**config.mk**
```make
export PLATFORM = sky130hd
export DESIGN_NAME = mem_stage_sram_controller_flat
export DESIGN_NICKNAME = d
export VERILOG_FILES = /design/src/rtl/mem_stage_sram_controller_pkg.sv /design/src/rtl/mem_stage_sram_controller_if.sv /design/src/rtl/mem_stage_sram_controller_mem2wb.sv /design/src/rtl/mem_stage_sram_controller.sv /design/src/flat_wrapper.sv
export SDC_FILE = /design/constraint.sdc
export NUM_CORES = 1
export LEC_CHECK = 0
export ABC_CLOCK_PERIOD_IN_PS = 2100
export BUFFER_PORTS_ARGS = -buffer_cell sky130_fd_sc_hd__buf_4
export CAP_MARGIN = 30
export CORE_ASPECT_RATIO = 1.25
export CORE_MARGIN = 3
export CORE_UTILIZATION = 30
export CTS_BUF_LIST = sky130_fd_sc_hd__clkbuf_4
export CTS_CLUSTER_SIZE = 16
export DETAILED_ROUTE_END_ITERATION = 10
export SETUP_SLACK_MARGIN = 0.15
export SYNTH_ARGS = -nofsm -noshare
export SYNTH_HDL_FRONTEND = slang
export SYNTH_SLANG_ARGS = --single-unit
```
**constraint.sdc**
```tcl
create_clock -name clk -period 2.1 [get_ports clk]
set_input_delay 0.42 -clock clk [delete_from_list [all_inputs] [get_ports clk]]
set_output_delay 0.42 -clock clk [all_outputs]
set_load 0.01 [all_outputs]
```
**src/rtl/mem_stage_sram_controller_pkg.sv**
```systemverilog
// Shared types and constants for the MEM stage / SRAM controller slice.
package mem_stage_sram_controller_pkg;

  localparam int SRAM_ADDR_W       = 18;
  localparam int SRAM_DATA_W       = 16;
  localparam int DEFAULT_BASE_ADDR = 1024;

  // Access sequencer: IDLE -> LOW half -> HIGH half -> DONE -> IDLE
  typedef enum logic [1:0] {
    IDLE = 2'd0,
    LOW  = 2'd1,
    HIGH = 2'd2,
    DONE = 2'd3
  } state_t;

  // Byte address -> SRAM word index (one word = two half-word locations)
  function automatic logic [SRAM_ADDR_W-2:0] word_index(input logic [31:0] byte_addr,
                                                         input logic [31:0] base);
    logic [31:0] off;
    off = byte_addr - base;
    return off[SRAM_ADDR_W:2];
  endfunction

endpackage

```
**src/rtl/mem_stage_sram_controller_if.sv**
```systemverilog
// Board SRAM bus: half-word address, split data in/out with pad drive enable, write strobe.
interface mem_stage_sram_controller_if;
  import mem_stage_sram_controller_pkg::*;

  logic [SRAM_ADDR_W-1:0] sramAddr;
  logic [SRAM_DATA_W-1:0] sramDqOut;
  logic                   sramDqOe;
  logic [SRAM_DATA_W-1:0] sramDqIn;
  logic                   sramWeN;

  modport master (
    output sramAddr,
    output sramDqOut,
    output sramDqOe,
    output sramWeN,
    input  sramDqIn
  );

  modport slave (
    input  sramAddr,
    input  sramDqOut,
    input  sramDqOe,
    input  sramWeN,
    output sramDqIn
  );
endinterface

```
**src/rtl/mem_stage_sram_controller_mem2wb.sv**
```systemverilog
// MEM-to-WB pipeline register: loads when enabled, holds otherwise, synchronous reset.
module RegisterUnitMEM2WB (
  input  logic        clk,
  input  logic        rst,
  input  logic        en,
  input  logic        writeBackEnIn,
  input  logic        memReadIn,
  input  logic [31:0] ALUResultIn,
  input  logic [31:0] memDataIn,
  input  logic [3:0]  destinationIn,
  output logic        writeBackEn,
  output logic        memRead,
  output logic [31:0] ALUResult,
  output logic [31:0] memData,
  output logic [3:0]  destination
);

  // Pipeline register with load enable
  always_ff @(posedge clk) begin
    if (rst) begin
      writeBackEn <= 1'b0;
      memRead     <= 1'b0;
      ALUResult   <= '0;
      memData     <= '0;
      destination <= '0;
    end else if (en) begin
      writeBackEn <= writeBackEnIn;
      memRead     <= memReadIn;
      ALUResult   <= ALUResultIn;
      memData     <= memDataIn;
      destination <= destinationIn;
    end
  end

endmodule

```
**src/rtl/mem_stage_sram_controller.sv**
```systemverilog
// MEM stage: 32-bit loads/stores as two multi-cycle half-word SRAM accesses,
// stalling upstream via ready while an access is in flight.
module mem_stage_sram_controller
  import mem_stage_sram_controller_pkg::*;
#(
  parameter int unsigned BASE_ADDR   = DEFAULT_BASE_ADDR,
  parameter int unsigned WAIT_CYCLES = 3
) (
  input  logic        clk,
  input  logic        rst,
  input  logic        writeBackEnIn,
  input  logic        memReadIn,
  input  logic        memWriteIn,
  input  logic [31:0] ALUResultIn,
  input  logic [31:0] storeDataIn,
  input  logic [3:0]  destinationIn,
  output logic        ready,
  output logic        writeBackEn,
  output logic        memRead,
  output logic [31:0] ALUResult,
  output logic [31:0] memData,
  output logic [3:0]  destination,
  mem_stage_sram_controller_if.master sram
);

  // A single wait cycle still needs a 1-bit counter
  localparam int unsigned CNT_W = (WAIT_CYCLES > 1) ? $clog2(WAIT_CYCLES) : 1;
  localparam logic [CNT_W-1:0] LAST_CNT = CNT_W'(WAIT_CYCLES - 1);

  state_t                  state;
  logic [CNT_W-1:0]        waitCnt;
  logic [31:0]             rdBuf;

  logic                    memOp;
  logic                    isWrite;
  logic                    lastCycle;
  logic [SRAM_ADDR_W-2:0]  wordIdx;
  logic [31:0]             wbMemData;

  logic [SRAM_ADDR_W-1:0]  addrD;
  logic [SRAM_DATA_W-1:0]  dqOutD;
  logic                    dqOeD;
  logic                    weND;

  assign memOp     = memReadIn | memWriteIn;
  // Read wins when both are set, so no write strobe is ever issued for it
  assign isWrite   = memWriteIn & ~memReadIn;
  assign lastCycle = (waitCnt == LAST_CNT);
  assign wordIdx   = word_index(ALUResultIn, 32'(BASE_ADDR));

  // Access sequencer and read-data capture on the last cycle of each half
  always_ff @(posedge clk) begin
    if (rst) begin
      state   <= IDLE;
      waitCnt <= '0;
      rdBuf   <= '0;
    end else begin
      case (state)
        IDLE: begin
          waitCnt <= '0;
          if (memOp) state <= LOW;
        end
        LOW: begin
          if (lastCycle) begin
            if (!isWrite) rdBuf[15:0] <= sram.sramDqIn;
            waitCnt <= '0;
            state   <= HIGH;
          end else begin
            waitCnt <= waitCnt + CNT_W'(1);
          end
        end
        HIGH: begin
          if (lastCycle) begin
            if (!isWrite) rdBuf[31:16] <= sram.sramDqIn;
            waitCnt <= '0;
            state   <= DONE;
          end else begin
            waitCnt <= waitCnt + CNT_W'(1);
          end
        end
        DONE: begin
          waitCnt <= '0;
          state   <= IDLE;
        end
        default: begin
          waitCnt <= '0;
          state   <= IDLE;
        end
      endcase
    end
  end

  // SRAM bus drive, decoded from state only so it is stable within a state
  always_comb begin
    addrD  = '0;
    dqOutD = '0;
    dqOeD  = 1'b0;
    weND   = 1'b1;
    case (state)
      LOW: begin
        addrD = {wordIdx, 1'b0};
        if (isWrite) begin
          dqOutD = storeDataIn[15:0];
          dqOeD  = 1'b1;
          weND   = 1'b0;
        end
      end
      HIGH: begin
        addrD = {wordIdx, 1'b1};
        if (isWrite) begin
          dqOutD = storeDataIn[31:16];
          dqOeD  = 1'b1;
          weND   = 1'b0;
        end
      end
      default: ;
    endcase
  end

  assign sram.sramAddr  = addrD;
  assign sram.sramDqOut = dqOutD;
  assign sram.sramDqOe  = dqOeD;
  assign sram.sramWeN   = weND;

  // Stage handoff: free in IDLE for non-memory ops, and for one cycle in DONE
  always_comb begin
    ready = ((state == IDLE) && !memOp) || (state == DONE);
  end

  // Load data only reaches WB on a completed read; everything else carries 0
  always_comb begin
    wbMemData = ((state == DONE) && !isWrite) ? rdBuf : '0;
  end

  RegisterUnitMEM2WB u_mem2wb (
    .clk           (clk),
    .rst           (rst),
    .en            (ready),
    .writeBackEnIn (writeBackEnIn),
    .memReadIn     (memReadIn),
    .ALUResultIn   (ALUResultIn),
    .memDataIn     (wbMemData),
    .destinationIn (destinationIn),
    .writeBackEn   (writeBackEn),
    .memRead       (memRead),
    .ALUResult     (ALUResult),
    .memData       (memData),
    .destination   (destination)
  );

endmodule
```
**src/flat_wrapper.sv**
```systemverilog
// flat-port wrapper written by rule: the top's interface ports become plain ports
module mem_stage_sram_controller_flat import mem_stage_sram_controller_pkg::*;
#(
  parameter int unsigned BASE_ADDR   = DEFAULT_BASE_ADDR,
  parameter int unsigned WAIT_CYCLES = 3
)
  (clk, rst, writeBackEnIn, memReadIn, memWriteIn, ALUResultIn, storeDataIn, destinationIn, ready, writeBackEn, memRead, ALUResult, memData, destination, sram_sramAddr, sram_sramDqOut, sram_sramDqOe, sram_sramWeN, sram_sramDqIn);
  mem_stage_sram_controller_if sram_i ();
  input  logic clk;
  input  logic rst;
  input  logic writeBackEnIn;
  input  logic memReadIn;
  input  logic memWriteIn;
  input  logic [31:0] ALUResultIn;
  input  logic [31:0] storeDataIn;
  input  logic [3:0] destinationIn;
  output logic ready;
  output logic writeBackEn;
  output logic memRead;
  output logic [31:0] ALUResult;
  output logic [31:0] memData;
  output logic [3:0] destination;
  output wire logic [$bits(sram_i.sramAddr)-1:0] sram_sramAddr;
  output wire logic [$bits(sram_i.sramDqOut)-1:0] sram_sramDqOut;
  output wire logic [$bits(sram_i.sramDqOe)-1:0] sram_sramDqOe;
  output wire logic [$bits(sram_i.sramWeN)-1:0] sram_sramWeN;
  input wire logic [$bits(sram_i.sramDqIn)-1:0] sram_sramDqIn;
  assign sram_sramAddr = sram_i.sramAddr;
  assign sram_sramDqOut = sram_i.sramDqOut;
  assign sram_sramDqOe = sram_i.sramDqOe;
  assign sram_sramWeN = sram_i.sramWeN;
  assign sram_i.sramDqIn = sram_sramDqIn;
  mem_stage_sram_controller #(.BASE_ADDR(BASE_ADDR), .WAIT_CYCLES(WAIT_CYCLES)) u_core (.clk(clk), .rst(rst), .writeBackEnIn(writeBackEnIn), .memReadIn(memReadIn), .memWriteIn(memWriteIn), .ALUResultIn(ALUResultIn), .storeDataIn(storeDataIn), .destinationIn(destinationIn), .ready(ready), .writeBackEn(writeBackEn), .memRead(memRead), .ALUResult(ALUResult), .memData(memData), .destination(destination), .sram(sram_i));
endmodule
```
==> metrics.csv, run 1 <==
metric,value,unit
status,"finished, violations left",
violations,negative setup slack,
finish.net_count,842,
grt.overflow.total,0,
synth_cell_types,34,
placeableCoreArea,0.0153,sq mm
vias,4686,
synth.net_count,637,
io_buffer_count,195,
place_inst,920,
boundaryPins,196,
synth.area.top_cells,"dfxtp_1 (44%), nand3_1 (11%), a21oi_1 (8.0%)",
width_of_the_die,119,um
synth.top_cell.area_share,44.4,%
cts.sink_count,106,
route.detailed.wl_per_inst,16.5,um
grt_start_max_net_pins,102,
wl_met3,1210,um
shortest_clock_period_the_worst_path_allows_after_layout,2370,ps
tritoncts_clock_tree,built,
die_height,147,um
crit_path_max_fanout,3,
peakVddDrop,0.443,mV
number_of_antenna_repair_diodes,0,
post-synth-top-count-cell,dfxtp_1,
worstSetupStartpointType,primary input,
grt_setup_unrepaired,yes,
synth_async_sr_flop_share,0,%
wl_met1,6360,um
synth.yosys.seq_area_share,44.4,%
post-route-period-util,113,%
synth_enable_flop_cells,0,
synth.avg_cell_area,8.81,sq um
highest_signal_layer_in_the_routed_design,met4,
final-hold-violation-count,0,
hold_class,in2reg,
cts_buffers,9,
start_util,31.3,%
worstPathArrival,1950,ps
ctsHtreeMaxLevel,3,
drive_gt1_share,49.3,%
synth-warning-count,0,
power_leakage,0.00303,uW
yosys.area.top_type,dfxtp_1,
critPathKind,in2out,
fmax,422,MHz
multi_input_gate_area,0.00276,sq mm
synth_common_cells,"dfxtp_1 (106), nand3_1 (101), a21oi_1 (76), nand2b_1 (49), clkbuf_1 (38)",
routabilityCongestion,0.882,
setup_slack,-272,ps
drv_slew,0,
endpoint_kind,output pin,
netlist_instances,542,
routed_via_density,4.88,
number_of_max_capacitance_violations_reported,0,
area_growth,55.8,%
startpoint_of_the_most_critical_register_to_register_path,u_core.state[0]$_SDFFE_PP0P_,
route.detailed.drc,0,
layout.filler_cells,1509,
setup_viol_count_final,36,
worst_pin_slew,879,ps
finish.utilization,48.7,%
fin_skew,34.4,ps
grt_usage,17.6,%
antenna_violations_before_repair,0,
worst_ep_required,1680,ps
route.final.wire_length,15900,um
dp.final_hpwl,10900,um
worstSkewPairLatency,500,ps
min_delay_startpoint,memReadIn,
core.rowCount,50,
final_instance_count_excl_fillers,960,
cell_at_the_root_of_the_clock_tree,clkbuf_4,
postSynth.topFlopCell,dfxtp_1,
area.sequential,0.00212,sq mm
ant_nets,0,
clkSlewWorstSetupHoldPaths,180,ps
first_pass_grt_wire_length,25300,um
worst_slew_margin_rel,41.4,%
grt_pass1_vias,4796,
crit_start,ALUResultIn[10],
fin_hold_ws,181,ps
power.density_cell_area,816,mW/mm^2
die_area,0.0175,sq mm
routed-wl-met2,8020,um
area_of_the_mapped_netlist,0.00478,sq mm
drt_iter0_drc,317,
detailedRoute.firstPassIterationCount,4,
clock_path_buffers,2,
synth-seq-cells,106,
-- area by class of cell --
cell class	instances	area share (%)
Timing Repair Buffer	246	28.0
Multi-Input combinational cell	375	37.1
Clock buffer	9	0.908
Tap cell	208	3.50
Clock inverter	7	1.14
Sequential cell	106	28.6
Inverter	9	0.773
-- per-layer routing --
layer | GRT usage, % | vias up
met5 | 0 | -
met4 | 5.39 | 0
met3 | 6.12 | 21
met2 | 30.9 | 134
met1 | 20.2 | 2213
li1 | - | 2318
-- placed cells by master (no fill, tap or decap), types with 4 or more instances in the layout --
master	count
buf_4	197
dfxtp_1	104
nand3_1	101
a21oi_1	70
nand2b_1	49
buf_6	44
a21bo_2	35
mux2i_1	32
nor2_4	17
a22oi_2	16
and2_4	9
clkbuf_4	9
a21oi_2	6
o31ai_1	5
ha_4	4
-- path summary, 6_finish.rpt --
| path | end | slack (ps) | cells after the start |
|---|---|---|---|
| worst max register to register | u_core.state[1]$_SDFFE_PP0P_ | 210 | 7 |
| worst min-delay path | u_core.u_mem2wb.memRead$_SDFFE_PP0P_ | 180 | 3 |
| worst min register to register | u_core.waitCnt[0]$_SDFF_PP0_ | 440 | 1 |
| worst max-delay path | sram_sramAddr[15] | -270 | 8 |
-- per-stage QoR --
stage          power [uW]  area (sq um)  TNS, ps  worst slack, ps
6_report             6070          7440    -4920             -272
5_1_grt              6410          7440    -7760             -299
4_1_cts              5880          7220    -6520             -278
3_5_place_dp         4180          6540    -1230             -370
3_3_place_gp         4130          6540    -1150             -339
2_1_floorplan        3360          4820    -85.0            -85.0
-- critical path, cell delays in order --
cell and delay (ps):
buf_8 100, clkinv_4 50, ha_4 120, or4b_4 470, buf_6 140, or3_4 360, a21oi_2 140, buf_4 140
-- cells by family (layout without fill, tap and decap cells) --
logic type / count (synthesis) / in the layout / share of synthesized area [%]
adder cells (fa/ha/maj): 6 / 6 / 1.57
flip-flops: 106 / 106 / 44.4
multiplexers: 32 / 32 / 6.71
XOR/XNOR: 1 / 1 / 0.183
AND/OR/NAND/NOR: 196 / 196 / 22.4
AO/OA/AOI/OAI: 140 / 140 / 19.7
buffers and inverters: 61 / 271 / 5.00
-- flip-flops by register name (all words and copies together) (netlist names) --
signal	count
u_core.u_mem2wb.memRead	1
u_core.waitCnt	2
u_core.u_mem2wb.memData	32
u_core.u_mem2wb.writeBackEn	1
u_core.rdBuf	32
u_core.state	2
u_core.u_mem2wb.destination	4
u_core.u_mem2wb.ALUResult	32
-- repair_timing --
action / CTS / global route
resized for setup: 99 / 46
hold endpoints to repair: 0 / 0
cloned: 6 / 0
hold buffers: 0 / 0
endpoints found under the setup margin: 38 / 49
pin swaps: 30 / 20
setup buffers: 11 / 7
-- power by group --
group | total (uW) | switching [uW] | internal [uW]
Sequential | 2250 | 89.4 | 2170
Clock | 1070 | 784 | 289
Combinational | 2750 | 1370 | 1370
No activity file was read; power rests on OpenSTA's default activity.
==> inputs of run 2 (changes only) <==
CORE_MARGIN = 1   (was 3)
==> metrics.csv, run 2 (same netlist as run 1, synthesis figures left out) <==
metric,value,unit,change
peakVddDrop,0.453,mV,+2.1%
worstSetupStartpointType,primary input,,
shortest_clock_period_the_worst_path_allows_after_layout,2370,ps,+2.83 ps
violations,negative setup slack,,
switching_power,2180,uW,-3.1%
finish.utilization,48.2,%,-0.51 points
grt_setup_unrepaired,yes,,
fmax,421,MHz,-0.12%
reg2reg_setup_slack,270,ps,+60 ps
reg.largest.list,"u_core.rdBuf (32), u_core.u_mem2wb.ALUResult (32), u_core.u_mem2wb.memData (32)",,
detailedRoute.firstPassIterationCount,4,,unchanged
worst_slew_margin_rel,71.0,%,+30 points
reg2regPathDepth,7,,unchanged
setup_viol_count_final,36,,unchanged
placed_cell_area,0.00655,sq mm,+0.11%
clkSlewWorstSetupHoldPaths,150,ps,-30 ps
critPathKind,in2out,,
finish.net_count,845,,+0.36%
grt.overflow.total,0,,unchanged
power.sequential.fraction,35.6,%,-1.5 points
fin_skew,15.0,ps,-19.4 ps
area_growth,57.2,%,
worst_ep_required,1680,ps,about the same
grt_start_max_net_pins,75,,-26%
boundaryPins,196,,unchanged
min_path_cells,3,,unchanged
drv_slew,0,,unchanged
route.detailed.wl_per_inst,16.3,um,-1.1%
clock_group_share_of_total_power,18.3,%,+0.6 points
setup_slack,-275,ps,-2.83 ps
r2r_end,u_core.u_mem2wb.ALUResult[0]$_SDFFE_PP0P_,,
worstPathArrival,1950,ps,about the same
timing.setup.tns,-4820,ps,+102 ps
route.detailed.drc,0,,unchanged
routed_via_density,5.01,,+2.6%
tritoncts_clock_tree,built,,
p_int,4140,uW,+8.1%
stdcell_area,0.00751,sq mm,+0.94%
ant_nets,0,,unchanged
vias,4838,,+3.2%
hold_path_end,u_core.u_mem2wb.memRead$_SDFFE_PP0P_,,
start_util,30.7,%,-0.61 points
route.final.wire_length,15800,um,-0.47%
dp.final_hpwl,10200,um,-6.0%
crit_path_max_fanout,3,,unchanged
cts_buffers,9,,unchanged
width_of_the_die,115,um,-3.4%
mostFrequentLayoutCell,buf_4,,
worstSkewPairLatency,460,ps,-40 ps
cts.sink_count,106,,unchanged
worst_pin_slew,436,ps,-444 ps
core.rowCount,51,,+2.0%
startpoint_of_the_most_critical_register_to_register_path,u_core.state[0]$_SDFFE_PP0P_,,
routabilityCongestion,0.844,,-4.3%
drt_iter0_drc,297,,-6.3%
endpoint_kind,output pin,,
min_delay_startpoint,memReadIn,,
crit_start,ALUResultIn[10],,
drive_gt1_share,49.7,%,+0.40 points
p_comb_share,46.0,%,+0.8 points
die_height,143,um,-2.7%
layout.filler_cells,1536,,+1.8%
cell_at_the_root_of_the_clock_tree,clkbuf_4,,
die_area,0.0164,sq mm,-6.0%
hold_class,in2reg,,
commonest_non_fill_non_tap_cells_in_the_layout,"buf_4 (200), dfxtp_1 (104), nand3_1 (101)",,
number_of_antenna_repair_diodes,0,,unchanged
grt_usage,19.1,%,+1.5 points
power.density_cell_area,841,mW/mm^2,+3.0%
first_pass_grt_wire_length,24600,um,-2.6%
post-route-period-util,113,%,+0.13 points
status,"finished, violations left",,
antenna_violations_before_repair,0,,unchanged
power_leakage,0.00305,uW,+0.91%
grt_pass1_vias,4950,,+3.2%
placeableCoreArea,0.0156,sq mm,+2.0%
p_total,6310,uW,+3.9%
clock_path_buffers,2,,unchanged
number_of_max_capacitance_violations_reported,0,,unchanged
final-hold-violation-count,0,,unchanged
ctsHtreeMaxLevel,3,,unchanged
io_buffer_count,195,,unchanged
switching_share,34.5,%,-2.5 points
run 2: changes by cell type in the layout (fill, tap and decap cells not counted), sizes merged:
cell      before  now
clkbuf         9   10
clkinvlp       1    2
clkinv         5    2
bufinv         0    2
inv           10    8
buf          246  249
run 2: worst max path at each step:
stage | to | cells after the start
3_3_place_gp | sram_sramAddr[17] | 7
4_1_cts | sram_sramAddr[17] | 7
6_report | sram_sramAddr[16] | 6
2_1_floorplan | sram_sramAddr[17] | 5
3_5_place_dp | sram_sramAddr[17] | 7
5_1_grt | sram_sramAddr[17] | 9
run 2: stage by stage:
step / cells / hold WS [ps] / worst slack, ps
floorplan: 542 / 391 / -85.0
global placement: 921 / 399 / -349
detailed placement: 921 / 405 / -385
CTS: 961 / 172 / -282
global route: 966 / 205 / -325
finish: 966 / 219 / -275
run 2: what timing repair did:
action | in CTS | in global routing
hold buffers | 0 | 0
pin swaps | 29 | 12
cloned | 6 | 0
setup buffers | 19 | 5
endpoints found under the setup margin | 40 | 72
gates resized for setup | 95 | 52
run 2: power groups by stage:
stage | clock network [uW] | logic [uW] | registers (uW)
final | 1160 | 2910 | 2250
after global routing | 1270 | 3120 | 2270
after CTS | 1210 | 2650 | 2250
after detailed placement | 0 | 1900 | 2280
after global placement | 0 | 1850 | 2280
after floorplan | 0 | 1040 | 2330
run 2: cell type report:
class,instances,area [sq um],area share (%)
Clock buffer,10,75.1,1.00
Sequential cell,106,2120,28.3
Timing Repair Buffer,249,2130,28.4
Clock inverter,5,80.1,1.07
Inverter,9,58.8,0.783
Tap cell,212,265,3.53
Multi-Input combinational cell,375,2780,36.9
run 2: critical path, stage by stage:
cell	delay (ps)
buf_8	100
buf_4	140
or4_4	540
or4_4	500
a21oi_2	130
buf_4	130
run 2: routing by layer:
metal	wire length, um	track usage (%)
met1	6290	21.9
met2	7930	32.6
met3	1070	5.56
met4	491	8.75
met5	0	0
